`src/rtl/sobel_pkg.sv`:
```
// rtl/sobel_pkg.sv - shared types, defaults and frame-size helper for the Sobel scan controller
package sobel_pkg;

  typedef enum logic [1:0] {
    IDLE  = 2'd0,
    RUN   = 2'd1,
    DRAIN = 2'd2,
    DONE  = 2'd3
  } scan_state_t;

  localparam int IMG_W_DEF    = 256;
  localparam int IMG_H_DEF    = 256;
  localparam int PIPE_LAT_DEF = 2;

  // Number of interior (centre) pixels, i.e. windows per frame.
  function automatic int num_windows(input int img_w, input int img_h);
    return (img_w - 2) * (img_h - 2);
  endfunction

endpackage

```
`src/rtl/raster_counter.sv`:
```
// rtl/raster_counter.sv - interior-pixel raster walker producing the centre pixel address
module raster_counter
  import sobel_pkg::*;
#(
  parameter int IMG_W  = IMG_W_DEF,
  parameter int IMG_H  = IMG_H_DEF,
  parameter int ADDR_W = 16
) (
  input  logic              clk,
  input  logic              rst_n,
  input  logic              clear,
  input  logic              load,
  input  logic              advance,
  output logic [ADDR_W-1:0] addr,
  output logic              last
);

  localparam int CW = $clog2(IMG_W);
  localparam int RW = $clog2(IMG_H);

  localparam logic [CW-1:0]     COL_FIRST = CW'(1);
  localparam logic [CW-1:0]     COL_LAST  = CW'(IMG_W - 2);
  localparam logic [RW-1:0]     ROW_FIRST = RW'(1);
  localparam logic [RW-1:0]     ROW_LAST  = RW'(IMG_H - 2);
  localparam logic [ADDR_W-1:0] W_STEP    = ADDR_W'(IMG_W);

  logic [CW-1:0]     col_q, col_d;
  logic [RW-1:0]     row_q, row_d;
  logic [ADDR_W-1:0] base_q, base_d;
  logic [ADDR_W-1:0] addr_q, addr_d;
  logic              wrap;

  assign wrap = (col_q == COL_LAST);

  // base_q tracks row*IMG_W so the next row start is an add, never a multiply.
  always_comb begin
    col_d  = col_q;
    row_d  = row_q;
    base_d = base_q;
    addr_d = addr_q;
    if (clear) begin
      col_d  = '0;
      row_d  = '0;
      base_d = '0;
      addr_d = '0;
    end else if (load) begin
      col_d  = COL_FIRST;
      row_d  = ROW_FIRST;
      base_d = W_STEP;
      addr_d = W_STEP + ADDR_W'(1);
    end else if (advance) begin
      if (wrap) begin
        col_d  = COL_FIRST;
        row_d  = row_q + RW'(1);
        base_d = base_q + W_STEP;
        addr_d = base_q + W_STEP + ADDR_W'(1);
      end else begin
        col_d  = col_q + CW'(1);
        addr_d = addr_q + ADDR_W'(1);
      end
    end
  end

  always_ff @(posedge clk or negedge rst_n) begin
    if (!rst_n) begin
      col_q  <= '0;
      row_q  <= '0;
      base_q <= '0;
      addr_q <= '0;
    end else begin
      col_q  <= col_d;
      row_q  <= row_d;
      base_q <= base_d;
      addr_q <= addr_d;
    end
  end

  assign addr = addr_q;
  assign last = wrap && (row_q == ROW_LAST);

endmodule

```
`src/rtl/sobel_scan_ctrl.sv`:
```
// rtl/sobel_scan_ctrl.sv - frame sequencer for window requests and Sobel output tagging
module sobel_scan_ctrl
  import sobel_pkg::*;
#(
  parameter int IMG_W    = IMG_W_DEF,
  parameter int IMG_H    = IMG_H_DEF,
  parameter int ADDR_W   = 16,
  parameter int PIPE_LAT = PIPE_LAT_DEF
) (
  input  logic              clk,
  input  logic              rst,
  input  logic              start,
  input  logic              abort,
  input  logic              pause,
  output logic              win_req,
  input  logic              win_ack,
  output logic [ADDR_W-1:0] win_addr,
  output logic              out_valid,
  output logic [ADDR_W-1:0] out_idx,
  output logic              out_last,
  output logic              busy,
  output logic              done
);

  localparam int                N        = num_windows(IMG_W, IMG_H);
  localparam logic [ADDR_W-1:0] IDX_LAST = ADDR_W'(N - 1);

  scan_state_t         state_q, state_d;
  logic [PIPE_LAT-1:0] vld_q, vld_d;
  logic [ADDR_W-1:0]   idx_q, idx_d;
  logic                accept;
  logic                scan_last;
  logic                load;

  assign win_req = (state_q == RUN) && !pause;
  assign accept  = win_req && win_ack;
  assign load    = (state_q == IDLE) && start && !abort;

  raster_counter #(
    .IMG_W  (IMG_W),
    .IMG_H  (IMG_H),
    .ADDR_W (ADDR_W)
  ) u_raster (
    .clk     (clk),
    .rst_n   (rst),
    .clear   (abort),
    .load    (load),
    .advance (accept),
    .addr    (win_addr),
    .last    (scan_last)
  );

  always_comb begin
    state_d = state_q;
    vld_d   = PIPE_LAT'({vld_q, accept});
    idx_d   = out_valid ? idx_q + ADDR_W'(1) : idx_q;
    case (state_q)
      IDLE: begin
        if (start) begin
          state_d = RUN;
          idx_d   = '0;
        end
      end
      RUN: begin
        if (accept && scan_last) state_d = DRAIN;
      end
      // Leave on the edge where the final result is consumed, so done follows it directly.
      DRAIN: begin
        if (vld_d == '0) state_d = DONE;
      end
      DONE: state_d = IDLE;
      default: state_d = IDLE;
    endcase
    if (abort) begin
      state_d = IDLE;
      vld_d   = '0;
      idx_d   = '0;
    end
  end

  always_ff @(posedge clk or negedge rst) begin
    if (!rst) begin
      state_q <= IDLE;
      vld_q   <= '0;
      idx_q   <= '0;
    end else begin
      state_q <= state_d;
      vld_q   <= vld_d;
      idx_q   <= idx_d;
    end
  end

  assign out_valid = vld_q[PIPE_LAT-1];
  assign out_idx   = idx_q;
  assign out_last  = out_valid && (idx_q == IDX_LAST);
  assign busy      = (state_q != IDLE);
  assign done      = (state_q == DONE);

endmodule

```
`config.mk`:
```
export PLATFORM = sky130hd
export DESIGN_NAME = sobel_scan_ctrl
export DESIGN_NICKNAME = d
export VERILOG_FILES = /design/src/rtl/sobel_pkg.sv /design/src/rtl/raster_counter.sv /design/src/rtl/sobel_scan_ctrl.sv
export SDC_FILE = /design/constraint.sdc
export NUM_CORES = 1
export LEC_CHECK = 0
export BUFFER_PORTS_ARGS = -buffer_cell sky130_fd_sc_hd__buf_2
export CELL_PAD_IN_SITES_DETAIL_PLACEMENT = 1
export CELL_PAD_IN_SITES_GLOBAL_PLACEMENT = 1
export CORE_MARGIN = 8
export CORE_UTILIZATION = 24
export CTS_BUF_LIST = sky130_fd_sc_hd__clkbuf_4 sky130_fd_sc_hd__clkbuf_8
export DETAILED_ROUTE_END_ITERATION = 8
export PLACE_DENSITY = 0.55
export SLEW_MARGIN = 15
export SYNTH_ARGS = -nofsm -noshare
export SYNTH_HDL_FRONTEND = slang
export SYNTH_SLANG_ARGS = --single-unit
```
`constraint.sdc`:
```
create_clock -name clk -period 5.9 [get_ports clk]
set_input_delay 0.59 -clock clk [delete_from_list [all_inputs] [get_ports clk]]
set_output_delay 0.59 -clock clk [all_outputs]
set_load 0.02 [all_outputs]
```
### After elaboration in Yosys (flattened, before gate mapping)

Index checks and enable logic that the tools add are counted.
Widths: inputs -> output; s select.

| cells by class | value |
|---|---|
| eq/ne operators | 9 |
| mux-type cells | 26 |
| reduce and logical (&&, ||, !) cells | 16 |
| $add $sub $neg | 6 |

Operator list:

| cell | number |
|---|---|
| $mux 16 | 12 |
| $mux 8 | 8 |
| $add 16x1->16 const B | 3 |
| $add 16x9->16 const B | 1 |
| $add 8x1->8 const B | 2 |
| $eq 16x16->1 const B | 1 |
| $eq 8x8->1 const B | 2 |
| $mux 2 | 5 |
| $pmux 2 s4 | 1 |
| $logic_and 1x1->1 | 7 |
| $ne 3x3->1 const B | 2 |
| $reduce_bool 3->1 | 2 |
| $eq 2x2->1 const B | 2 |
| $logic_not 2->1 | 2 |
| $ne 3x2->1 const B | 1 |
| $reduce_and 3->1 | 1 |
| $eq 2x1->1 const B | 1 |
| $logic_not 1->1 | 2 |
| $reduce_and 2->1 | 1 |
| $reduce_bool 2->1 | 1 |

| word-level totals | value |
|---|---|
| bits in registers | 68 |
| bits of input ports | 6 |
| logic and storage cells | 64 |
| output and inout port bits | 37 |

### Depth between registers and ports, before layout

Gate-level depths: netlist of the first run.

| logic depth | value |
|---|---|
| depth after elaboration | 7 |
| mapped depth | 12 |
| mapped depth without buffers | 11 |

### Cells and area by module

Synthesis of the first run repeated with hierarchy kept, for this count alone.

| second synthesis, totals | value |
|---|---|
| cell total of the unflattened synthesis | 366 |
| area, all modules | 3,428.3 um^2 |

Modules (own cells, without submodules):

| module | area each (um^2) | sequential area each (um^2) | cells an instance | times used |
|---|---|---|---|---|
| raster_counter | 2,343.5 | 1,001.0 | 256 | 1 |
| sobel_scan_ctrl | 1,084.8 | 500.5 | 110 | 1 |

### Worst setup path before layout of the first run

OpenSTA, ideal clock, no wires.

| timing path | value |
|---|---|
| kind | reg2reg |
| from | reg u_raster.col_q[0] |
| to | reg u_raster.addr_q[14] (netlist: u_raster.addr[14]) |
| setup slack | 3.369 ns |
| required time | 5.818 ns |
| library setup time | 0.082 ns |
| data arrival time | 2.450 ns |
| clock period less this slack | 2.531 ns |
| stages on the path, launching flop included | 13 |
| cells stage by stage | dfrtp_1 > inv_1 > ha_1 > and3_1 > clkbuf_1 > nand2_2 > and2_1 > ha_1 > nand3_1 > or4_1 > nor4_1 > a31oi_1 > a31oi_1 |

| on the way | value |
|---|---|
| word-level cells in the longest chain between the ends | 5 |

Ends and longest elaborated chain:

| item | RTL line | RTL |
|---|---|---|
| from (decl) | raster_counter.sv:27 | `logic [CW-1:0] col_q, col_d;` |
| from (signal assigned) | raster_counter.sv:71 | `col_q <= col_d;` |
| $eq 8x8->1 | raster_counter.sv:33 | `assign wrap = (col_q == COL_LAST);` |
| $mux 16 | raster_counter.sv:52 | `if (wrap) begin` |
| $mux 16 | raster_counter.sv:51 | `end else if (advance) begin` |
| $mux 16 | raster_counter.sv:46 | `end else if (load) begin` |
| $mux 16 | raster_counter.sv:41 | `if (clear) begin` |
| to (signal assigned) | raster_counter.sv:74 | `addr_q <= addr_d;` |
| to (decl) | raster_counter.sv:30 | `logic [ADDR_W-1:0] addr_q, addr_d;` |

Every way passes these cells. The select of a mux whose other input is x is not followed.
A chain may end at the register's enable or synchronous reset.

### Final worst setup path of the first run

Ends and elaborated chain as after synthesis.

==> reports/results.tsv, run 1 <==
metric	value	unit
IO Pins	43	
XOR/XNOR Fraction of Synth Area	0.09435	
# DRC	0	
post-synth net total	387	
hpwl dp	6712	um
Post-Route Skew	0.01098	ns
cell count after synthesis	370	
Final setup viols	0	
vias in the first global route	2950	
Synth Area in Compound Gates	0.1187	
Initial DRC Count	204	
vias per inst	4.815	
antenna violations before repair	0	
Post-Route WL	9583	um
final worst path period share	0.4842	
Crit Reg-Reg Endpoint	u_raster.addr[14]	
worst r2r path cells	11	
die area	0.01796	sq mm
Post-Synth Simple-Gate Area	0.2598	
Via Count	2855	
first-pass GRT wire length	15790	um
mux cell area share after synthesis	0.005990	
status	finished, final reports clean	
worst path arrival time	3.10	ns
aggregate negative setup slack	0	ns
Final Hold Vio Count	0	
antenna fix cells	0	
unrepaired setup endpoints after global routing	false	
pin count of the biggest net entering global routing	61	
final worst slack	3.043	ns
CTS buffer count	9	
grt total ovfl	0	
max cap viols	0	
Synth Area per Inst	9.032	sq um
total clock sinks	60	
multi-input logic area	0.001740	sq mm
worst slack at placement	3.109	ns
critical path type	register to register	
Reg-to-Reg Start	u_raster.col_q[0]	
total track usage	0.1108	
H-tree depth	3	
Worst setup SP type	register	
placement row count	43	
Seq/Total Area, Yosys	0.4493	
Core Area	0.01372	sq mm
drt pass-1 iters	4	
Fillers	1619	
Yosys reg bits	60	
post-route ant nets	0	
port buffer count	42	
VDD IR max	0.00009466	V
Avg WL per Cell	16.16	um
nets@finish	425	
Post-synth ARST share	1.000	
cts hold-fix bufs	0	
CTS Buffer Depth	2	
yosys warns	0	
Worst-path clk slew	0.07	ns
Die Height	134.0	um
leading post-synthesis cells by cell area	dfrtp_1 45%, xor2_1 6.3%, nor2_1 5.4%	
Syn-to-layout area delta	17.75	%
CTS tree	built	
main combinational cell family by area after synthesis	simple AND/OR/NAND/NOR gates	
prevailing post-synth register cell	dfrtp_1	
Distinct cells, synth	50	
Worst setup EP type	register	
Final Max Tran Viols	0	
leakage power	1.682	nW
adder-cell share of the synthesized area	0.04118	
max frequency	350.0	MHz
post-synth top area share	0.4493	
storage element area	0.001501	sq mm
top-count cell post-synth	dfrtp_1	
Worst Tran Pin Value	1.045	ns
post-route minimum period	2.857	ns
RD Place Congestion	0.7547	
share of layout cells above drive strength 1	0.1671	
crit path max fanout	10	
Synth top cells by count	60 x dfrtp_1, 48 x nor2_1, 32 x nand2_1, 28 x a21oi_1, 24 x xor2_1	
Horiz. Die Dim	134.0	um
Slew HR	0.3031	
Mapped Area	0.003342	sq mm
Min-Delay Path Class	input port to asynchronous set/reset pin	
area leader, netlist	dfrtp_1	
FF-to-FF setup slack	3.04	ns
post-CTS resize count	0	
hold slack final	0.4035	ns
Power Density	261.7	mW/mm^2
CTS root buf	clkbuf_8	
latest clock arrival within the worst-skew pair	0.35	ns
# Post-CTS Setup Buffers	0	
Starting Density	0.2436	
CP required	6.14	ns
count of flip-flops with a built-in enable after synthesis	0	
## cells by family (layout without fill, tap and decap cells)
logic type                 after synthesis  in the layout
adders and majority gates               11             11
DFF                                     60             60
and+or+nand+nor                        170            170
buffers and inverters                   24             67
muxes                                    2              2
xor gates and xnor gates                36             36
AOI/OAI and AO/OA                       67             67
## critical path: stages (launching register included)
cell and delay [ns]:
dfrtp_1 0.43, inv_1 0.10, ha_1 0.23, and3_1 0.24, nand2_2 0.22, and2_1 0.16, ha_1 0.20, nand3_1 0.19
or4_1 0.56, nor4_1 0.20, a31oi_1 0.07, a31oi_1 0.14
## sequential cells by signal (all words and copies together) (netlist names)
register         flops
state_q              2
u_raster.col_q       8
vld_q                2
u_raster.addr       16
u_raster.base_q      8
u_raster.row_q       8
out_idx             16
## cell type report
class / count / area share
clock inverter: 5 / 0.01908
sequential: 60 / 0.3816
inverter: 8 / 0.007631
tap: 180 / 0.05723
multi-input combinational: 286 / 0.4423
timing repair buffer: 43 / 0.05533
clock buffer: 11 / 0.03688
## metrics by stage
step | area (sq um) | std cells | utilization | power [mW]
floorplan | 3342 | 370 | - | 0.5599
global placement | 3715 | 577 | 0.2708 | 0.6133
detailed placement | 3715 | 577 | 0.2708 | 0.6175
CTS | 3935 | 593 | 0.2868 | 1.049
global route | 3935 | 593 | 0.2868 | 1.081
finish | 3935 | 593 | 0.2868 | 1.030
## worst max-delay path by stage
stage / startpoint / slack, ns / endpoint / cells past startpoint
3_3_place_gp: pause / 3.20 / u_raster.base_q[12] / 6
5_1_grt: u_raster.col_q[0] / 2.86 / u_raster.addr[14] / 11
4_1_cts: u_raster.col_q[0] / 3.07 / u_raster.addr[14] / 11
3_5_place_dp: u_raster.col_q[0] / 3.11 / u_raster.addr[14] / 11
2_1_floorplan: u_raster.col_q[0] / 3.37 / u_raster.addr[14] / 12
6_report: u_raster.col_q[0] / 3.04 / u_raster.addr[14] / 11
## per-layer routing
| layer | global-route usage | share of wire | vias up | wire length (um) |
|---|---|---|---|---|
| li1 | - | - | 1384 | - |
| met1 | 0.1337 | 0.45 | 1424 | 4313 |
| met2 | 0.1877 | 0.51 | 36 | 4907 |
| met3 | 0.02094 | 0.023 | 11 | 216 |
| met4 | 0.04991 | 0.015 | 0 | 146 |
| met5 | 0 | 0 | - | 0 |
## report_power, final
| group | internal [mW] | leakage (nW) | switching (mW) |
|---|---|---|---|
| Combinational | 0.0488 | 0.734 | 0.111 |
| Sequential | 0.425 | 0.831 | 0.0193 |
| Clock | 0.252 | 0.116 | 0.173 |
| Total | 0.726 | 1.68 | 0.304 |
## layout by cell type (no fill, tap or decap), types with 2 or more instances in the layout
cell type / n
mux2i_1: 2
bufinv_16: 2
a22oi_1: 3
a21oi_1: 28
or2_2: 2
nor3_1: 9
clkinv_2: 3
and4_1: 3
nand2_1: 32
ha_1: 11
nand3_1: 23
o21ai_0: 18
inv_1: 8
xor2_1: 24
a31oi_1: 3
or3_1: 7
and3_1: 6
nand4_2: 2
dfrtp_1: 60
nand3b_1: 2
o211ai_1: 3
or4_1: 4
nor2b_1: 2
clkbuf_8: 10
nand4_1: 12
a211oi_1: 2
xnor2_1: 12
nor2_1: 48
buf_2: 42
nor4_1: 6
and2_1: 3
Note: power is estimated with default switching activity, not from simulation.
==> run 2: changes to the inputs <==
PLACE_DENSITY = 0.56   (was 0.55)
clock period = 2.6 ns   (was 5.9 ns; I/O delays follow)
==> run 2 against run 1 <==
  * Critical path depth is the same
  * Clock power is 110% higher
  * Power rose by 120%
  * Largest cell class unchanged
  * Highest routed layer unchanged
==> reports/results.tsv, run 2 (same netlist as run 1, synthesis figures left out) <==
metric	value	unit	change
aggregate negative setup slack	0	ns	unchanged
final worst path period share	0.9349		was 0.4842
# DRC	0		unchanged
most common cell after layout, fill and taps aside	dfrtp_1		unchanged
total track usage	0.1144		was 0.1108
CTS tree	built		unchanged
Slew HR	0.5284		was 0.3031
Slowest-stage cell, CP	or4_4		was or4_1
Worst setup EP type	register		unchanged
CTS Buffer Depth	2		unchanged
unrepaired setup endpoints after global routing	false		unchanged
hpwl dp	7062	um	was 6712 um
worst-path cell chain	inv_1 > ha_1 > and3_1 > nand2_2 > and2_1 > ha_1 > nand3_2 > or4_4 > nor4_2 > a31oi_1 > a31oi_1		was inv_1 > ha_1 > and3_1 > nand2_2 > and2_1 > ha_1 > nand3_1 > or4_1 > nor4_1 > a31oi_1 > a31oi_1
status	finished, final reports clean		unchanged
pin count of the biggest net entering global routing	37		was 61
GR Util met2	0.1949		was 0.1877
CTS root buf	clkbuf_8		unchanged
Min-Delay Path Class	input port to register		was input port to asynchronous set/reset pin
vias per inst	4.840		was 4.815
Initial DRC Count	113		was 204
vias in the first global route	3108		was 2950
Syn-to-layout area delta	21.38	%	was 17.75%
Via Count	2938		was 2855
CP required	2.87	ns	was 6.14 ns
H-tree depth	3		unchanged
grt total ovfl	0		unchanged
Final setup viols	0		unchanged
Die Height	134.0	um	unchanged
drt pass-1 iters	4		unchanged
post-route minimum period	2.431	ns	was 2.857 ns
Top delay family on crit path	simple AND/OR/NAND/NOR gates		unchanged
first-pass GRT wire length	16510	um	was 15790 um
nets@finish	439		was 425
CTS buffer count	9		unchanged
Worst-path clk slew	0.08	ns	was 0.07 ns
met1 Track Usage GR	0.1418		was 0.1337
Post-Route WL	9844	um	was 9583 um
Horiz. Die Dim	134.0	um	unchanged
Starting Density	0.2436		unchanged
crit-path max cell delay	0.55	ns	was 0.56 ns
finished layout cell area	0.004056	sq mm	was 0.003935 sq mm
highest-count cells in the layout ignoring fill and taps	60 x dfrtp_1, 48 x nor2_1, 42 x buf_2, 32 x nand2_1, 28 x a21oi_1		unchanged
VDD IR max	0.0001782	V	was 0.00009466 V
max cap viols	0		unchanged
placement row count	43		unchanged
post-route ant nets	0		unchanged
critical path type	register to register		unchanged
crit path max fanout	5		was 10
Power Density	570.5	mW/mm^2	was 261.7 mW/mm^2
Final Max Tran Viols	0		unchanged
IO Pins	43		unchanged
# Post-CTS Setup Buffers	0		unchanged
global route hottest layer	met2		unchanged
latest clock arrival within the worst-skew pair	0.35	ns	about the same
RD Place Congestion	0.7511		was 0.7547
Worst Tran Pin Value	0.7027	ns	was 1.045 ns
die area	0.01796	sq mm	unchanged
max frequency	411.4	MHz	was 350.0 MHz
leakage power	1.748	nW	was 1.682 nW
Placed Area	0.003825	sq mm	was 0.003715 sq mm
antenna fix cells	0		unchanged
Core Area	0.01372	sq mm	unchanged
Worst setup SP type	register		unchanged
Post-Route Skew	0.01154	ns	was 0.01098 ns
GR Layer Usage met3	0.02094		unchanged
Crit path buffers/inverters	1		unchanged
Final Hold Vio Count	0		unchanged
worst path arrival time	2.70	ns	was 3.10 ns
total clock sinks	60		unchanged
Avg WL per Cell	16.22	um	was 16.16 um
share of layout cells above drive strength 1	0.1991		was 0.1671
antenna violations before repair	0		unchanged
port buffer count	42		unchanged
[run 2: cell types whose count changed in the layout (fill, tap and decap cells not counted), sizes merged]
cell	delta
buf	+13
bufinv	-1
clkbuf	+1
clkinv	-1
clkinvlp	+1
dlygate4sd3	+1
[run 2: metal layers]
layer  share of wire  vias up
li1                -     1407
met1            0.46     1495
met2            0.50       25
met3           0.024       11
met4           0.014        0
met5               0        -
[run 2: layout make-up]
| cell class | instances | area [sq um] |
|---|---|---|
| multi-input combinational | 286 | 1755 |
| clock inverter | 4 | 47.55 |
| clock buffer | 12 | 158.9 |
| fill | 1626 | 9663 |
| timing repair buffer | 57 | 337.8 |
| inverter | 8 | 30.03 |
| tap | 180 | 225.2 |
| sequential | 60 | 1501 |
[run 2: power breakdown]
part / switching (mW) / internal [mW] / total (mW) / leakage (nW)
registers: 0.0399 / 0.965 / 1.00 / 0.831
clock network: 0.394 / 0.503 / 0.897 / 0.106
logic: 0.275 / 0.138 / 0.412 / 0.811
total: 0.709 / 1.61 / 2.31 / 1.75
[run 2: what timing repair did]
action | in CTS | in global routing
endpoints found under the hold margin | 24 | 0
hold buffers | 1 | 0
resized for setup | 0 | 3
setup endpoints to repair | 0 | 1
[run 2: path summary, 6_finish.rpt]
check	startpoint	end	slack, ns	cells after the start
min reg2reg	vld_q[0]	vld_q[1]	0.51	1
max in group asynchronous	rst	u_raster.addr[8]	1.48	3
min in group asynchronous	rst	u_raster.row_q[2]	0.49	2
min	abort	u_raster.base_q[8]	0.28	2
max reg2reg	u_raster.col_q[0]	u_raster.addr[14]	0.17	11
max	u_raster.col_q[0]	u_raster.addr[14]	0.17	11
[run 2: per-stage QoR]
stage / hold slack (ns) / power [mW] / worst slack (ns) / std cells / util
3_5_place_dp: 0.3226 / 1.448 / 0.1527 / 590 / 0.2788
3_3_place_gp: 0.3283 / 1.434 / 0.1948 / 590 / 0.2788
5_1_grt: 0.3001 / 2.452 / 0.01909 / 607 / 0.2957
2_1_floorplan: -0.03559 / 1.271 / 0.06852 / 370 / -
4_1_cts: 0.2695 / 2.361 / 0.1110 / 607 / 0.2946
6_report: 0.2829 / 2.314 / 0.1692 / 607 / 0.2957
